**config.mk**
```make
export PLATFORM = sky130hd
export DESIGN_NAME = dff_write_arbiter
export DESIGN_NICKNAME = d
export VERILOG_FILES = /design/src/rtl/dff_arb_pkg.sv /design/src/rtl/shared_dff_reg.sv /design/src/rtl/dff_write_arbiter.sv
export SDC_FILE = /design/constraint.sdc
export NUM_CORES = 1
export LEC_CHECK = 0
export BUFFER_PORTS_ARGS = -buffer_cell sky130_fd_sc_hd__buf_2
export CAP_MARGIN = 20
export CORE_MARGIN = 1
export CORE_UTILIZATION = 30
export CTS_BUF_LIST = sky130_fd_sc_hd__clkbuf_8 sky130_fd_sc_hd__clkbuf_16
export CTS_CLUSTER_DIAMETER = 150
export DETAILED_ROUTE_END_ITERATION = 16
export PLACE_DENSITY_LB_ADDON = 0.08
export SLEW_MARGIN = 20
export SYNTH_ARGS = -nofsm -noshare
export SYNTH_HDL_FRONTEND = slang
export SYNTH_SLANG_ARGS = --single-unit
```
**constraint.sdc**
```tcl
create_clock -name CLK -period 7 [get_ports CLK]
set_clock_uncertainty 0.2 [all_clocks]
set_input_delay 0.7 -clock CLK [delete_from_list [all_inputs] [get_ports CLK]]
set_output_delay 0.7 -clock CLK [all_outputs]
set_load 0.05 [all_outputs]
```
**src/rtl/dff_arb_pkg.sv**
```systemverilog
// Shared types and the round-robin pick helper for the shared-register write arbiter.
// Supports up to RR_MAX_N requesters.
package dff_arb_pkg;

    typedef enum logic {
        IDLE = 1'b0,
        OWN  = 1'b1
    } arb_state_e;

    localparam int RR_MAX_N = 32;

    // First set bit of req[n-1:0], scanning from ptr upward and wrapping to 0.
    function automatic logic [4:0] rr_pick(
        input logic [31:0] req,
        input logic [4:0]  ptr,
        input logic [5:0]  n
    );
        logic [4:0] pick;
        logic       found;
        logic [5:0] idx;
        pick  = 5'd0;
        found = 1'b0;
        for (int k = 0; k < RR_MAX_N; k++) begin
            idx = {1'b0, ptr} + k[5:0];
            if (idx >= n) begin
                idx = idx - n;
            end else begin
                idx = idx;
            end
            if ((k[5:0] < n) && !found && req[idx[4:0]]) begin
                pick  = idx[4:0];
                found = 1'b1;
            end else begin
                pick  = pick;
            end
        end
        return pick;
    endfunction

endpackage

```
**src/rtl/shared_dff_reg.sv**
```systemverilog
// W-bit D register with write enable, synchronous active-low clear and
// a complementary output that always tracks the true output.
module shared_dff_reg #(
    parameter int W = 8
) (
    input  logic         CLK,
    input  logic         RST_n,
    input  logic         en,
    input  logic [W-1:0] d,
    output logic [W-1:0] Q,
    output logic [W-1:0] Q_n
);

    logic [W-1:0] r_q;

    // Storage: clear wins over any enabled write.
    always_ff @(posedge CLK) begin
        if (!RST_n) begin
            r_q <= {W{1'b0}};
        end else if (en) begin
            r_q <= d;
        end else begin
            r_q <= r_q;
        end
    end

    assign Q   = r_q;
    assign Q_n = ~r_q;

endmodule

```
**src/rtl/dff_write_arbiter.sv**
```systemverilog
// Round-robin arbiter granting one of N requesters exclusive write access to a
// shared W-bit register, with bounded hold time and a mandatory idle turnaround.
module dff_write_arbiter
    import dff_arb_pkg::*;
#(
    parameter int N        = 4,
    parameter int W        = 8,
    parameter int MAX_HOLD = 4
) (
    input  logic                 CLK,
    input  logic                 RST_n,
    input  logic [N-1:0]         req,
    input  logic [N*W-1:0]       wdata,
    output logic [N-1:0]         gnt,
    output logic [$clog2(N)-1:0] owner,
    output logic                 busy,
    output logic [W-1:0]         Q,
    output logic [W-1:0]         Q_n
);

    localparam int PW = $clog2(N);
    localparam int HW = $clog2(MAX_HOLD + 1);

    arb_state_e    r_state;
    arb_state_e    w_state_nxt;
    logic [N-1:0]  r_gnt;
    logic [N-1:0]  w_gnt_nxt;
    logic [PW-1:0] r_owner;
    logic [PW-1:0] w_owner_nxt;
    logic          r_busy;
    logic          w_busy_nxt;
    logic [PW-1:0] r_ptr;
    logic [PW-1:0] w_ptr_nxt;
    logic [HW-1:0] r_hold;
    logic [HW-1:0] w_hold_nxt;
    logic [PW-1:0] w_pick;
    logic          w_owner_req;
    logic          w_wr_en;
    logic [W-1:0]  w_wr_data;

    assign w_pick      = PW'(rr_pick(32'(req), 5'(r_ptr), 6'(N)));
    assign w_owner_req = req[r_owner];
    assign w_wr_en     = r_busy & w_owner_req;
    assign w_wr_data   = wdata[r_owner*W +: W];

    // Next-state and next-output decode for the grant FSM.
    always_comb begin
        w_state_nxt = r_state;
        w_gnt_nxt   = r_gnt;
        w_owner_nxt = r_owner;
        w_busy_nxt  = r_busy;
        w_ptr_nxt   = r_ptr;
        w_hold_nxt  = r_hold;
        case (r_state)
            IDLE: begin
                if (|req) begin
                    w_state_nxt = OWN;
                    w_gnt_nxt   = {{(N-1){1'b0}}, 1'b1} << w_pick;
                    w_owner_nxt = w_pick;
                    w_busy_nxt  = 1'b1;
                    w_hold_nxt  = {HW{1'b0}};
                end else begin
                    w_gnt_nxt   = {N{1'b0}};
                end
            end
            OWN: begin
                // Release on dropped request or on the write that reaches MAX_HOLD.
                if (w_owner_req && (r_hold != HW'(MAX_HOLD - 1))) begin
                    w_hold_nxt = r_hold + HW'(1);
                end else begin
                    w_hold_nxt  = w_owner_req ? r_hold + HW'(1) : r_hold;
                    w_state_nxt = IDLE;
                    w_gnt_nxt   = {N{1'b0}};
                    w_busy_nxt  = 1'b0;
                    w_ptr_nxt   = (r_owner == PW'(N - 1)) ? {PW{1'b0}} : r_owner + PW'(1);
                end
            end
            default: begin
                w_state_nxt = IDLE;
                w_gnt_nxt   = {N{1'b0}};
                w_busy_nxt  = 1'b0;
            end
        endcase
    end

    // FSM and arbitration state registers.
    always_ff @(posedge CLK) begin
        if (!RST_n) begin
            r_state <= IDLE;
            r_gnt   <= {N{1'b0}};
            r_owner <= {PW{1'b0}};
            r_busy  <= 1'b0;
            r_ptr   <= {PW{1'b0}};
            r_hold  <= {HW{1'b0}};
        end else begin
            r_state <= w_state_nxt;
            r_gnt   <= w_gnt_nxt;
            r_owner <= w_owner_nxt;
            r_busy  <= w_busy_nxt;
            r_ptr   <= w_ptr_nxt;
            r_hold  <= w_hold_nxt;
        end
    end

    shared_dff_reg #(
        .W (W)
    ) u_reg (
        .CLK   (CLK),
        .RST_n (RST_n),
        .en    (w_wr_en),
        .d     (w_wr_data),
        .Q     (Q),
        .Q_n   (Q_n)
    );

    assign gnt   = r_gnt;
    assign owner = r_owner;
    assign busy  = r_busy;

endmodule

```
-- After elaboration in Yosys (flattened, before gate mapping)
Cells that the tools add are included.
- reduce and logical (&&, ||, !) cells: 12
- divide/modulo/power cells: 0
- $add $sub $neg: 9
- order comparisons: 9
- bitwise gates (word level): 4
- mux-type cells: 35
- shift operators: 2
- multipliers: 0
- eq/ne operators: 5
- operator list (kind ; count):
    indexed part select 32 x 6 -> 8 bit ; 1
    < comparator 5 x 6 -> 1 bit, second input constant ; 4
    binary-select mux 1 bit (select 5 bit) ; 4
    2-to-1 mux 5 bit ; 4
    2-to-1 mux 1 bit ; 12
    subtractor 3 x 3 -> 4 bit, second input constant ; 3
    2-to-1 mux 2 bit ; 5
    >= comparator 3 bit, second input constant ; 3
    2-to-1 mux 3 bit ; 3
    2-to-1 mux 4 bit ; 2
    NOT 8 bit ; 1
    one-hot mux 4 bit (2 select lines) ; 1
    AND reduction 2 bit ; 4
    adder 2 x 2 -> 3 bit, second input constant ; 2
    one-hot mux 3 bit (2 select lines) ; 1
    logical AND 1 bit ; 4
    != test 2 bit, second input constant ; 2
    one-hot mux 1 bit (2 select lines) ; 2
    OR reduction 4 bit ; 1
    left shift 1 x 2 -> 4 bit, first input constant ; 1
    subtractor 2 x 3 -> 4 bit, second input constant ; 1
    adder 2 x 1 -> 3 bit, second input constant ; 1
    adder 3 x 1 -> 3 bit, second input constant ; 1
    >= comparator 2 x 3 -> 1 bit, second input constant ; 1
    other kinds (9) ; 12
- memories kept: 0
- RAM bits: 0
- register bits: 21
- logic and storage cells: 83
- latch bits: 0
- memory bits (read-only): 0

-- Logic depth before layout (Yosys ltp)
- depth in word-level cells: 17
- mapped depth: 9
- mapped depth without buffers: 8

-- Cells and area by module
From an unflattened synthesis, not the netlist that was laid out.
- cells, all modules: 152
- area, all modules: 1462.7 um2
- by module, submodules not included (module ; times used ; sequential area each (um2) ; cells an instance ; area an instance (um2)):
    dff_write_arbiter ; 1 ; 260.2 ; 119 ; 1131.1
    shared_dff_reg ; 1 ; 160.2 ; 33 ; 331.6

-- Worst setup path before layout
No wires, ideal clock.
- path kind: register to register
- start: register r_ptr[0]
- end: register r_gnt[1], in the netlist gnt[1]
- required time: 6.683 ns
- cell stages (with the launch flop): 10
- arrival time: 2.009 ns
- setup slack: 4.674 ns
- setup time: 0.117 ns
- clock period less this slack: 2.326 ns
- cell sequence: dfxtp_1 > buf_6 > inv_1 > ha_1 > mux2_2 > a32oi_1 > a2111o_1 > nand3_1 > o21a_1 > a22o_1
- longest elaborated chain between the ends: 17
- elaborated cells on any way between the ends: 39
- classes of those cells: add/sub: 7; order compare: 4; shift: 1; mux: 21; reduce/logical: 6
- RTL lines (what ; line ; text):
    start: declaration ; dff_write_arbiter.sv:32 ; logic [PW-1:0] r_ptr;
    start signal: assignment ; dff_write_arbiter.sv:93 ; r_ptr <= {PW{1'b0}};
    start signal: assignment ; dff_write_arbiter.sv:100 ; r_ptr <= w_ptr_nxt;
    parallel branches: the longest is 13 deep, another holds subtractor 3 x 3 -> 4 bit ; -- ;
    2-to-1 mux 2 bit * ; dff_arb_pkg.sv:30 ; if ((k[5:0] < n) && !found && req[idx[4:0]]) begin
    left shift 1 x 2 -> 4 bit * ; dff_write_arbiter.sv:58 ; w_gnt_nxt = {{(N-1){1'b0}}, 1'b1} << w_pick;
    2-to-1 mux 4 bit * ; dff_write_arbiter.sv:56 ; if (|req) begin
    one-hot mux 4 bit (2 select lines) * ; dff_write_arbiter.sv:54 ; case (r_state)
    end signal: assignment ; dff_write_arbiter.sv:90 ; r_gnt <= {N{1'b0}};
    end signal: assignment ; dff_write_arbiter.sv:97 ; r_gnt <= w_gnt_nxt;
    end: declaration ; dff_write_arbiter.sv:26 ; logic [N-1:0] r_gnt;
Mark *: on every way between the ends. The select of a mux whose other input is x is not followed.
A chain may end at the register's enable or synchronous reset.

-- Worst setup path in the final report
Same ends and word-level chain as after synthesis.

==> results.json <==
{
  "outcome": "finished, final reports clean",
  "cp-end-kind": "flip-flop",
  "synthTopCellsByArea": "dfxtp_1 (32%), mux4_2 (16%), mux2i_1 (11%), ha_1 (6.7%), nor2_1 (5.5%)",
  "die_h_um": 67.9,
  "dieArea_um2": 4610,
  "ys.flop_type": "dfxtp_1",
  "crit_path_top_delay_cell": "dfxtp_1",
  "clockRootBuffer": "clkbuf_8",
  "async_reset_ff_share_pct": 0,
  "regArea_um2": 420,
  "drt-initial-drc-count": 26,
  "setup_tns_ps": 0,
  "synth_edf_count": 0,
  "start_kind": "flip-flop",
  "crit_arrival_ps": 2660,
  "synth.distinct_cells": 32,
  "final_hold_viol_count": 0,
  "cts_sinks": 21,
  "portBuffers": 60,
  "nets": 240,
  "cts_hold_buf": 0,
  "cts_buffers": 3,
  "drtPass1Iterations": 4,
  "yosys.cell_count.top_type": "dfxtp_1",
  "required_ps": 6960,
  "start_util_pct": 31.9,
  "clk_latency_ps": 260,
  "grt_max_degree": 17,
  "period_needed_ps": 2710,
  "drive_gt1_share_pct": 41.2,
  "rsz0062_at_grt": "false",
  "leakagePower_nw": 0.790,
  "rows": 23,
  "die_w_um": 67.9,
  "coreArea_um2": 4090,
  "antenna_found_initial": 0,
  "synthCells": 134,
  "fmax_mhz": 369,
  "diodes": 0,
  "slew-limit-headroom_pct": 51.3,
  "seqPwrFrac_pct": 39.8,
  "synth_area_per_cell_um2": 9.72,
  "p_sw_share_pct": 39.0,
  "hpwlAfterDp_mm": 2.44,
  "io_pins": 61,
  "power_switching_mw": 0.144,
  "vdd_drop_max_mv": 0.0706,
  "yosys.area.top_type_share_pct": 32.3,
  "synth_fp_nets": 179,
  "vias_per_cell": 4.86,
  "r2r_setup_slack_ps": 4290,
  "crit_chain": "inv_1 -> ha_1 -> mux2_2 -> a32oi_1 -> a2111o_1 -> nand3_1 -> o21a_1 -> a22o_1",
  "globalRoute.totalOverflow": 0,
  "dp_slack_ps": 4360,
  "cts_tree": "built",
  "syn_area_um2": 1300,
  "powerDensity_nw_per_um2": 220,
  "vias": 1185,
  "clockBufferDepth": 2,
  "cp_top_family": "compound AO/OA/AOI/OAI gates",
  "multi_input_area_um2": 808,
  "post-cts-setup-buffers": 0,
  "clk_pin_slew_ps": 80,
  "wl_per_cell_um": 13.0,
  "path_max_fanout": 10,
  "drcViolationCount": 0,
  "ctsResizeCount": 0,
  "max_cap_viol_count": 0,
  "combPwrFrac_pct": 38.3,
  "cpPeakStageDelay_ps": 590,
  "track_usage_pct": 14.5,
  "area_growth_pct": 29.5,
  "yosysWarningCount": 0,
  "place_congestion": 0.827,
  "slew_viol_final": 0,
  "grt_pass1_wl_mm": 4.90,
  "crit_buf_inv": 1,
  "setup_viol": 0,
  "grt_pass1_vias": 1098,
  "ant_nets": 0,
  "fillerInstances": 433,
  "synth_common_cells": "dfxtp_1 (21), nor2_1 (19), mux2i_1 (14), inv_1 (13), mux4_2 (9)",
  "timing.final.crit_share_pct": 38.7,
  "fin_ws_ps": 4290,
  "seq_area_frac_synth_pct": 32.3,
  "min_path_type": "reg -> reg",
  "clkPwrFrac_pct": 21.9,
  "worst_pin_slew_ps": 729,
  "path_class": "reg -> reg",
  "synth_area_leader_cell": "dfxtp_1",
  "route.final.wire_length_mm": 3.17,
  "ys_ff_latch": 21,
  "internal_power_mw": 0.226,
  "h-tree-depth": 1
}
-- per-layer routing --
layer | GRT usage [%] | share of wire (%) | up-vias | wire, um
met1 | 18.1 | 44 | 543 | 1410
li1 | - | - | 601 | -
met5 | 0 | 0 | - | 0
met4 | 6.25 | 1.3 | 0 | 40
met3 | 3.33 | 6.0 | 4 | 189
met2 | 23.8 | 48 | 37 | 1530
-- placed cells by master (no fill, tap or decap), drive strengths merged, types with 2 or more instances in the layout --
master / synthesis / layout
mux4: 9 / 9
o21ai: 6 / 6
ha: 7 / 7
buf: 3 / 60
clkbuf: 1 / 3
a22o: 2 / 2
nor2: 19 / 19
mux2i: 14 / 14
nand2: 5 / 5
dfxtp: 21 / 21
a21oi: 6 / 6
nand3: 7 / 7
nor2b: 2 / 2
o21a: 2 / 2
inv: 13 / 13
nor3: 3 / 3
mux2: 2 / 2
-- kinds of logic after synthesis --
logic type                 after synthesis  synth area share, %
and+or+nand+nor                         40                 14.3
DFF                                     21                 32.3
buffers and inverters                   17                 5.67
adders and majority gates                7                 6.72
muxes                                   25                 28.0
AOI/OAI and AO/OA                       24                 13.0
-- metrics by stage --
stage          cells  hold slack [ps]  util, %  total power [mW]  instance area (um^2)
2_1_floorplan    134              252        -             0.258                  1300
3_3_place_gp     240              247     40.1             0.292                  1640
3_5_place_dp     240              234     40.1             0.293                  1640
4_1_cts          244              246     41.3             0.375                  1690
5_1_grt          244              282     41.3             0.392                  1690
6_report         244              241     41.3             0.370                  1690
-- worst register-to-register path: stages, from the launching register on --
cell	delay [ps]
dfxtp_1	590
inv_1	210
ha_1	420
mux2_2	350
a32oi_1	210
a2111o_1	160
nand3_1	120
o21a_1	140
a22o_1	200
-- area by class of cell --
cell class / count / area share (%)
tap: 50 / 3.71
timing repair buffer: 60 / 17.8
inverter: 13 / 2.89
sequential: 21 / 24.9
multi-input combinational: 96 / 47.9
clock buffer: 3 / 2.45
clock inverter: 1 / 0.297
-- power by group through the flow --
stage	logic, mW	clock network (mW)	registers [mW]
3_5_place_dp	0.142	0	0.151
6_report	0.142	0.0811	0.147
2_1_floorplan	0.0860	0	0.172
3_3_place_gp	0.142	0	0.150
4_1_cts	0.143	0.0844	0.148
5_1_grt	0.153	0.0885	0.151
-- sequential cells by signal, indices dropped and copies added, names as in the netlist --
| name | cells |
|---|---|
| busy | 1 |
| gnt | 4 |
| owner | 2 |
| r_hold | 3 |
| r_ptr | 2 |
| r_state | 1 |
| u_reg.Q | 8 |
-- final timing paths --
check	startpoint	to	cells after the start
worst max-delay path	r_ptr[0]	gnt[1]	8
worst min-delay path	gnt[2]	gnt[2]	2
worst max register to register	r_ptr[0]	gnt[1]	8
worst min register to register	gnt[2]	gnt[2]	2
No activity file was read; power rests on OpenSTA's default activity.
